## src/rtl/clint_timer.sv

```systemverilog
`default_nettype none
// ============================================================================
// Module   : clint_timer
// Purpose  : RISC-V style machine timer with an Avalon-MM register window.
//            64-bit mtime advanced by a prescaled tick, 64-bit mtimecmp,
//            ctrl register (bit0 enable RW, bit1 pending RO) and a
//            registered level interrupt timer_irq = enable & (mtime >= mtimecmp).
//            Register map (byte offsets from BASE):
//              0x00 mtime_lo   0x04 mtime_hi (shadow)   0x08 mtimecmp_lo
//              0x0C mtimecmp_hi  0x10 ctrl   0x14-0x1C reserved (read 0)
// Ports    : clk, rst (async, active-high)
//            address[31:0], read, write, writedata[31:0], byteenable[3:0]
//            waitrequest (always 0), readdata[31:0], readdatavalid
//            timer_irq (level, registered)
// Revision : 1.0 - initial release
// ============================================================================
module clint_timer #(
  parameter logic [31:0] BASE     = 32'h0000_4000,
  parameter int unsigned PRESCALE = 1
) (
  input  logic        clk,
  input  logic        rst,
  input  logic [31:0] address,
  input  logic        read,
  input  logic        write,
  input  logic [31:0] writedata,
  input  logic [3:0]  byteenable,
  output logic        waitrequest,
  output logic [31:0] readdata,
  output logic        readdatavalid,
  output logic        timer_irq
);

  localparam logic [15:0] c_PRESCALE_MAX = 16'(PRESCALE - 32'd1);

  logic [15:0] presc_q,    presc_d;
  logic [63:0] mtime_q,    mtime_d;
  logic [63:0] mtimecmp_q, mtimecmp_d;
  logic        enable_q,   enable_d;
  logic [31:0] shadow_q,   shadow_d;
  logic [31:0] rdata_q,    rdata_d;
  logic        rvalid_q,   rvalid_d;
  logic        irq_q,      irq_d;

  // Address decode: subtracting BASE makes addresses below BASE wrap to a
  // large offset, so one upper-bits test covers both window edges.
  logic [31:0] w_offset;
  logic        w_in_win;
  logic [2:0]  w_idx;
  logic        w_wr;
  logic        w_rd;
  logic        w_tick;
  logic        w_unused_ok;

  assign w_offset    = address - BASE;
  assign w_in_win    = (w_offset[31:5] == 27'd0);
  assign w_idx       = w_offset[4:2];
  assign w_wr        = write && w_in_win;
  assign w_rd        = read && !write;   // a simultaneous write suppresses the read
  assign w_tick      = enable_q && (presc_q == c_PRESCALE_MAX);
  assign w_unused_ok = &{1'b0, w_offset[1:0]};

  function automatic logic [31:0] merge_bytes(input logic [31:0] old_v,
                                              input logic [31:0] new_v,
                                              input logic [3:0]  be);
    logic [31:0] r;
    r = old_v;
    for (int b = 0; b < 4; b++) begin
      if (be[b]) r[8*b +: 8] = new_v[8*b +: 8];
    end
    return r;
  endfunction

  always_comb begin
    presc_d    = presc_q;
    mtime_d    = mtime_q;
    mtimecmp_d = mtimecmp_q;
    enable_d   = enable_q;
    shadow_d   = shadow_q;
    rdata_d    = 32'd0;
    rvalid_d   = w_rd;

    if (enable_q) presc_d = w_tick ? 16'd0 : presc_q + 16'd1;

    // A write to either mtime half takes priority over the tick; the whole
    // increment (including any carry into the other half) is dropped.
    if (w_wr && w_idx == 3'd0) begin
      mtime_d[31:0] = merge_bytes(mtime_q[31:0], writedata, byteenable);
    end else if (w_wr && w_idx == 3'd1) begin
      mtime_d[63:32] = merge_bytes(mtime_q[63:32], writedata, byteenable);
    end else if (w_tick) begin
      mtime_d = mtime_q + 64'd1;
    end

    if (w_wr && w_idx == 3'd2) mtimecmp_d[31:0]  = merge_bytes(mtimecmp_q[31:0], writedata, byteenable);
    if (w_wr && w_idx == 3'd3) mtimecmp_d[63:32] = merge_bytes(mtimecmp_q[63:32], writedata, byteenable);
    if (w_wr && w_idx == 3'd4 && byteenable[0]) enable_d = writedata[0];

    // Read data comes from the pre-update register values.
    if (w_rd && w_in_win) begin
      case (w_idx)
        3'd0: begin
          rdata_d  = mtime_q[31:0];
          shadow_d = mtime_q[63:32];   // latch hi for an atomic lo-then-hi read
        end
        3'd1:    rdata_d = shadow_q;
        3'd2:    rdata_d = mtimecmp_q[31:0];
        3'd3:    rdata_d = mtimecmp_q[63:32];
        3'd4:    rdata_d = {30'd0, irq_q, enable_q};
        default: rdata_d = 32'd0;
      endcase
    end

    irq_d = enable_q && (mtime_q >= mtimecmp_q);
  end

  always_ff @(posedge clk or posedge rst) begin
    if (rst) begin
      presc_q    <= 16'd0;
      mtime_q    <= 64'd0;
      mtimecmp_q <= 64'hFFFF_FFFF_FFFF_FFFF;
      enable_q   <= 1'b1;
      shadow_q   <= 32'd0;
      rdata_q    <= 32'd0;
      rvalid_q   <= 1'b0;
      irq_q      <= 1'b0;
    end else begin
      presc_q    <= presc_d;
      mtime_q    <= mtime_d;
      mtimecmp_q <= mtimecmp_d;
      enable_q   <= enable_d;
      shadow_q   <= shadow_d;
      rdata_q    <= rdata_d;
      rvalid_q   <= rvalid_d;
      irq_q      <= irq_d;
    end
  end

  assign waitrequest   = 1'b0;
  assign readdata      = rdata_q;
  assign readdatavalid = rvalid_q;
  assign timer_irq     = irq_q;

endmodule
`default_nettype wire

```

## config.mk

```make
export PLATFORM = sky130hd
export DESIGN_NAME = clint_timer
export DESIGN_NICKNAME = d
export VERILOG_FILES = /design/src/rtl/clint_timer.sv
export SDC_FILE = /design/constraint.sdc
export NUM_CORES = 1
export LEC_CHECK = 0
export BUFFER_PORTS_ARGS = -buffer_cell sky130_fd_sc_hd__buf_2
export CORE_UTILIZATION = 59
export CTS_CLUSTER_DIAMETER = 50
export DETAILED_ROUTE_END_ITERATION = 8
export GPL_TIMING_DRIVEN = 0
export PLACE_DENSITY = 0.77
export SYNTH_ARGS = -nofsm -noshare
export SYNTH_HDL_FRONTEND = slang
export SYNTH_SLANG_ARGS = --single-unit
```

## constraint.sdc

```tcl
create_clock -name clk -period 8.6 [get_ports clk]
set_clock_uncertainty 0.2 [all_clocks]
set_input_delay 0.86 -clock clk [delete_from_list [all_inputs] [get_ports clk]]
set_output_delay 0.86 -clock clk [all_outputs]
set_load 0.05 [all_outputs]
```

==> reports/results.tsv <==
stage	metric	value	unit
run_status	status	finished, final reports clean	
final_layout	area_growth	14.3	%
setup_path	critPathMaxStageDelay	1.03	ns
clock_tree	cts_tree	built	
setup_path	cp.arrival	4.76	ns
synth	synth-async-reset-ratio	100	%
floorplanning	die-area	21500	um2
global_route	track_usage	34.3	%
global_route	grt_max_degree	124	
timing	fmax	221	MHz
synth	synth_nets	1423	
synth	synth_area_leader_cell	dfrtp_1	
setup_path	required	8.85	ns
setup_path	slowest_stage	nor4_1	
clock_tree	ctsHoldBuffers	0	
synth	yosys_most_used_dff	dfrtp_1	
floorplanning	die_h	147	um
timing	grt_setup_unrepaired	no	
worst_hold_path	hp-class	in -> async	
global_route	antenna_found_initial	1	
setup_path	critical_path_class	reg -> reg	
timing	fin_crit_sh	52.5	%
timing	holdWs	0.229	ns
place	io_buffers	99	
drt	wl	37300	um
final_layout	nNetsFinal	1551	
drt	vias	11134	
clock_tree	cts_setup_buffers	0	
global_route	grt_first_pass_wirelength	57400	um
timing	hold_viol	0	
clock_tree	cts_resized	0	
synth	netlist_instances	1283	
global_route	grt_pass1_vias	10381	
floorplanning	start_util	60.7	%
drt	drt_first_pass_iters	6	
clock_tree	htreeDepth	1	
drt	via_per_inst	6.55	
synth	synth-seq-cells	211	
synth	yosysWarnings	0	
drt	drt_iter0_markers	1333	
clock_tree	clk_latency	0.53	ns
synth	synth.avg_cell_area	9.64	um2
final_layout	drive_gt1_share	24.6	%
clock_tree	ctsLongestPathBuffers	3	
synth	synth_top_area_share	29.5	%
final_layout	antenna_cells	0	
timing	drv_slew	0	
drt	ant_nets	0	
timing	post-route-min-period	4.52	ns
place	gp_congestion	0.960	
timing	slew_headroom	17.8	%
place	dp_hpwl	26600	um
synth	synth_edf_count	0	
floorplanning	io_pins	107	
synth	ys_types	72	
global_route	globalRoute.totalOverflow	0	
setup_path	crit_chain	ha_1 -> nand2_1 -> nor4_1 -> nand3_1 -> nor3_1 -> nand3_1 -> nor3_1 -> a21oi_1 -> o22ai_1	
drt	drt-wirelength-per-cell	21.9	um
timing	tns	0	ns
timing	setup_viol	0	
flow_run	cap_violations	0	
setup_path	end_kind	register	
synth	seq_area_frac_synth	43.4	%
drt	drc	0	
floorplanning	core	20400	um2
synth	synthTopCellsByArea	dfrtp_1 (30%), dfstp_2 (14%), mux2_2 (8.4%)	
setup_path	worstSetupStartpointType	register	
clock_tree	cts.sinks	211	
power_and_ir_drop	total_leakage_power	5.96	nW
power_and_ir_drop	irDropWorstVdd	0.127	mV
floorplanning	row_count	52	
clock_tree	numCtsBuffers	26	
clock_tree	clk_pin_slew	0.06	ns
synth	syn_area	12400	um2
floorplanning	die_x	147	um
setup_path	crit_fanout	9	
timing	worst_slew_pin_slew	1.22	ns
clock_tree	cts_root_buf	clkbuf_16	
power_and_ir_drop	power.density	156	nW/um2
-- cells in the mapped netlist, types with 11 or more instances --
master / instances
and2_1: 13
nand2_1: 74
nand4_1: 34
a22oi_1: 62
a31oi_1: 11
and3_1: 12
inv_1: 87
nor2_1: 64
buf_4: 14
a21oi_1: 134
nor3_1: 29
ha_1: 68
o21ai_0: 62
nor4_1: 19
dfstp_2: 65
clkbuf_1: 38
mux2_2: 92
a21o_1: 14
dfrtp_1: 146
o21ai_1: 40
nand3_1: 41
-- metal layers --
metal,routed length [um],share of wire (%),vias to the layer above,track usage (%)
met5,0,0,-,0
met4,1640,4.4,0,15.9
met3,3490,9.3,116,5.53
met2,17000,46,635,53.8
met1,15200,41,5400,46.9
li1,-,-,4983,-
-- registers in the layout, summed over array words and instances, names as in the netlist --
| register | count |
|---|---|
| shadow_q | 32 |
| mtimecmp_q | 64 |
| timer_irq | 1 |
| presc_q | 16 |
| readdatavalid | 1 |
| readdata | 32 |
| mtime_q | 64 |
| enable_q | 1 |
-- layout make-up --
class | instances | area [um2]
Buffer | 65 | 343
Timing Repair Buffer | 100 | 523
Clock inverter | 11 | 119
Clock buffer | 37 | 783
Multi-Input combinational cell | 920 | 6330
Fill cell | 1540 | 6230
Sequential cell | 211 | 5360
Tap cell | 270 | 338
Inverter | 87 | 334
-- kinds of logic (layout without fill, tap and decap cells) --
logic type,Yosys count,after routing,share of synthesized area (%)
compound gates,386,386,19.1
xor+xnor,15,15,1.06
fa+ha+maj,68,68,6.88
buf+inv,152,300,5.41
flops,211,211,43.4
mux,101,101,9.11
other cells,1,1,0.0303
simple gates,349,349,15.1
-- cells in the final DEF (no fill, tap or decap), types with 12 or more instances in the layout --
cell and instances:
nor3_1 29, a21oi_1 134, o21ai_1 40, buf_2 106, ha_1 68, inv_1 86
clkbuf_16 27, nand4_1 34, o21ai_0 62, dfstp_2 65, and3_1 12, clkbuf_1 41
a22oi_1 62, nor2_1 64, and2_1 13, a21o_1 14, nand3_1 41, dfrtp_1 146
nand2_1 74, buf_4 14, nor4_1 19, mux2_2 92
-- worst paths after layout --
path	depth (start not counted)	to	from	slack, ns
setup / recovery	9	mtime_q[44]$_DFFE_PP0P_	mtime_q[1]$_DFFE_PP0P_	4.08
hold / removal	2	readdata[25]$_DFF_PP0_	rst	0.23
setup reg to reg	9	mtime_q[44]$_DFFE_PP0P_	mtime_q[1]$_DFFE_PP0P_	4.08
hold reg to reg	1	presc_q[15]$_DFFE_PP0P_	presc_q[15]$_DFFE_PP0P_	0.28
max in group asynchronous	3	mtime_q[52]$_DFFE_PP0P_	rst	6.89
min in group clk	1	presc_q[15]$_DFFE_PP0P_	presc_q[15]$_DFFE_PP0P_	0.28
-- power breakdown --
group | leakage, nW | switching (mW) | total, mW | internal (mW)
clock | 0.448 | 0.432 | 1.13 | 0.694
sequential | 2.52 | 0.0000676 | 0.995 | 0.995
combinational | 2.99 | 0.0644 | 0.0871 | 0.0227
-- worst max-delay path: cells and delay by family (launching register included) --
kind            cells  cell delay [ns]
compound gates      2             0.24
fa+ha+maj           1             0.32
flops               1             0.52
simple gates        6             3.16
-- through the flow --
step	area, um2	worst slack, ns	total power, mW	utilization (%)	instances
after global placement	13200	-0.448	1.09	64.8	1652
final	14100	4.08	2.21	69.4	1701
after floorplan	12400	1.88	1.05	-	1283
after global routing	14100	3.93	2.27	69.4	1701
after CTS	14100	4.41	2.22	69.4	1701
after detailed placement	13200	4.42	1.10	65.0	1653
(Power assumes the default switching activity.)
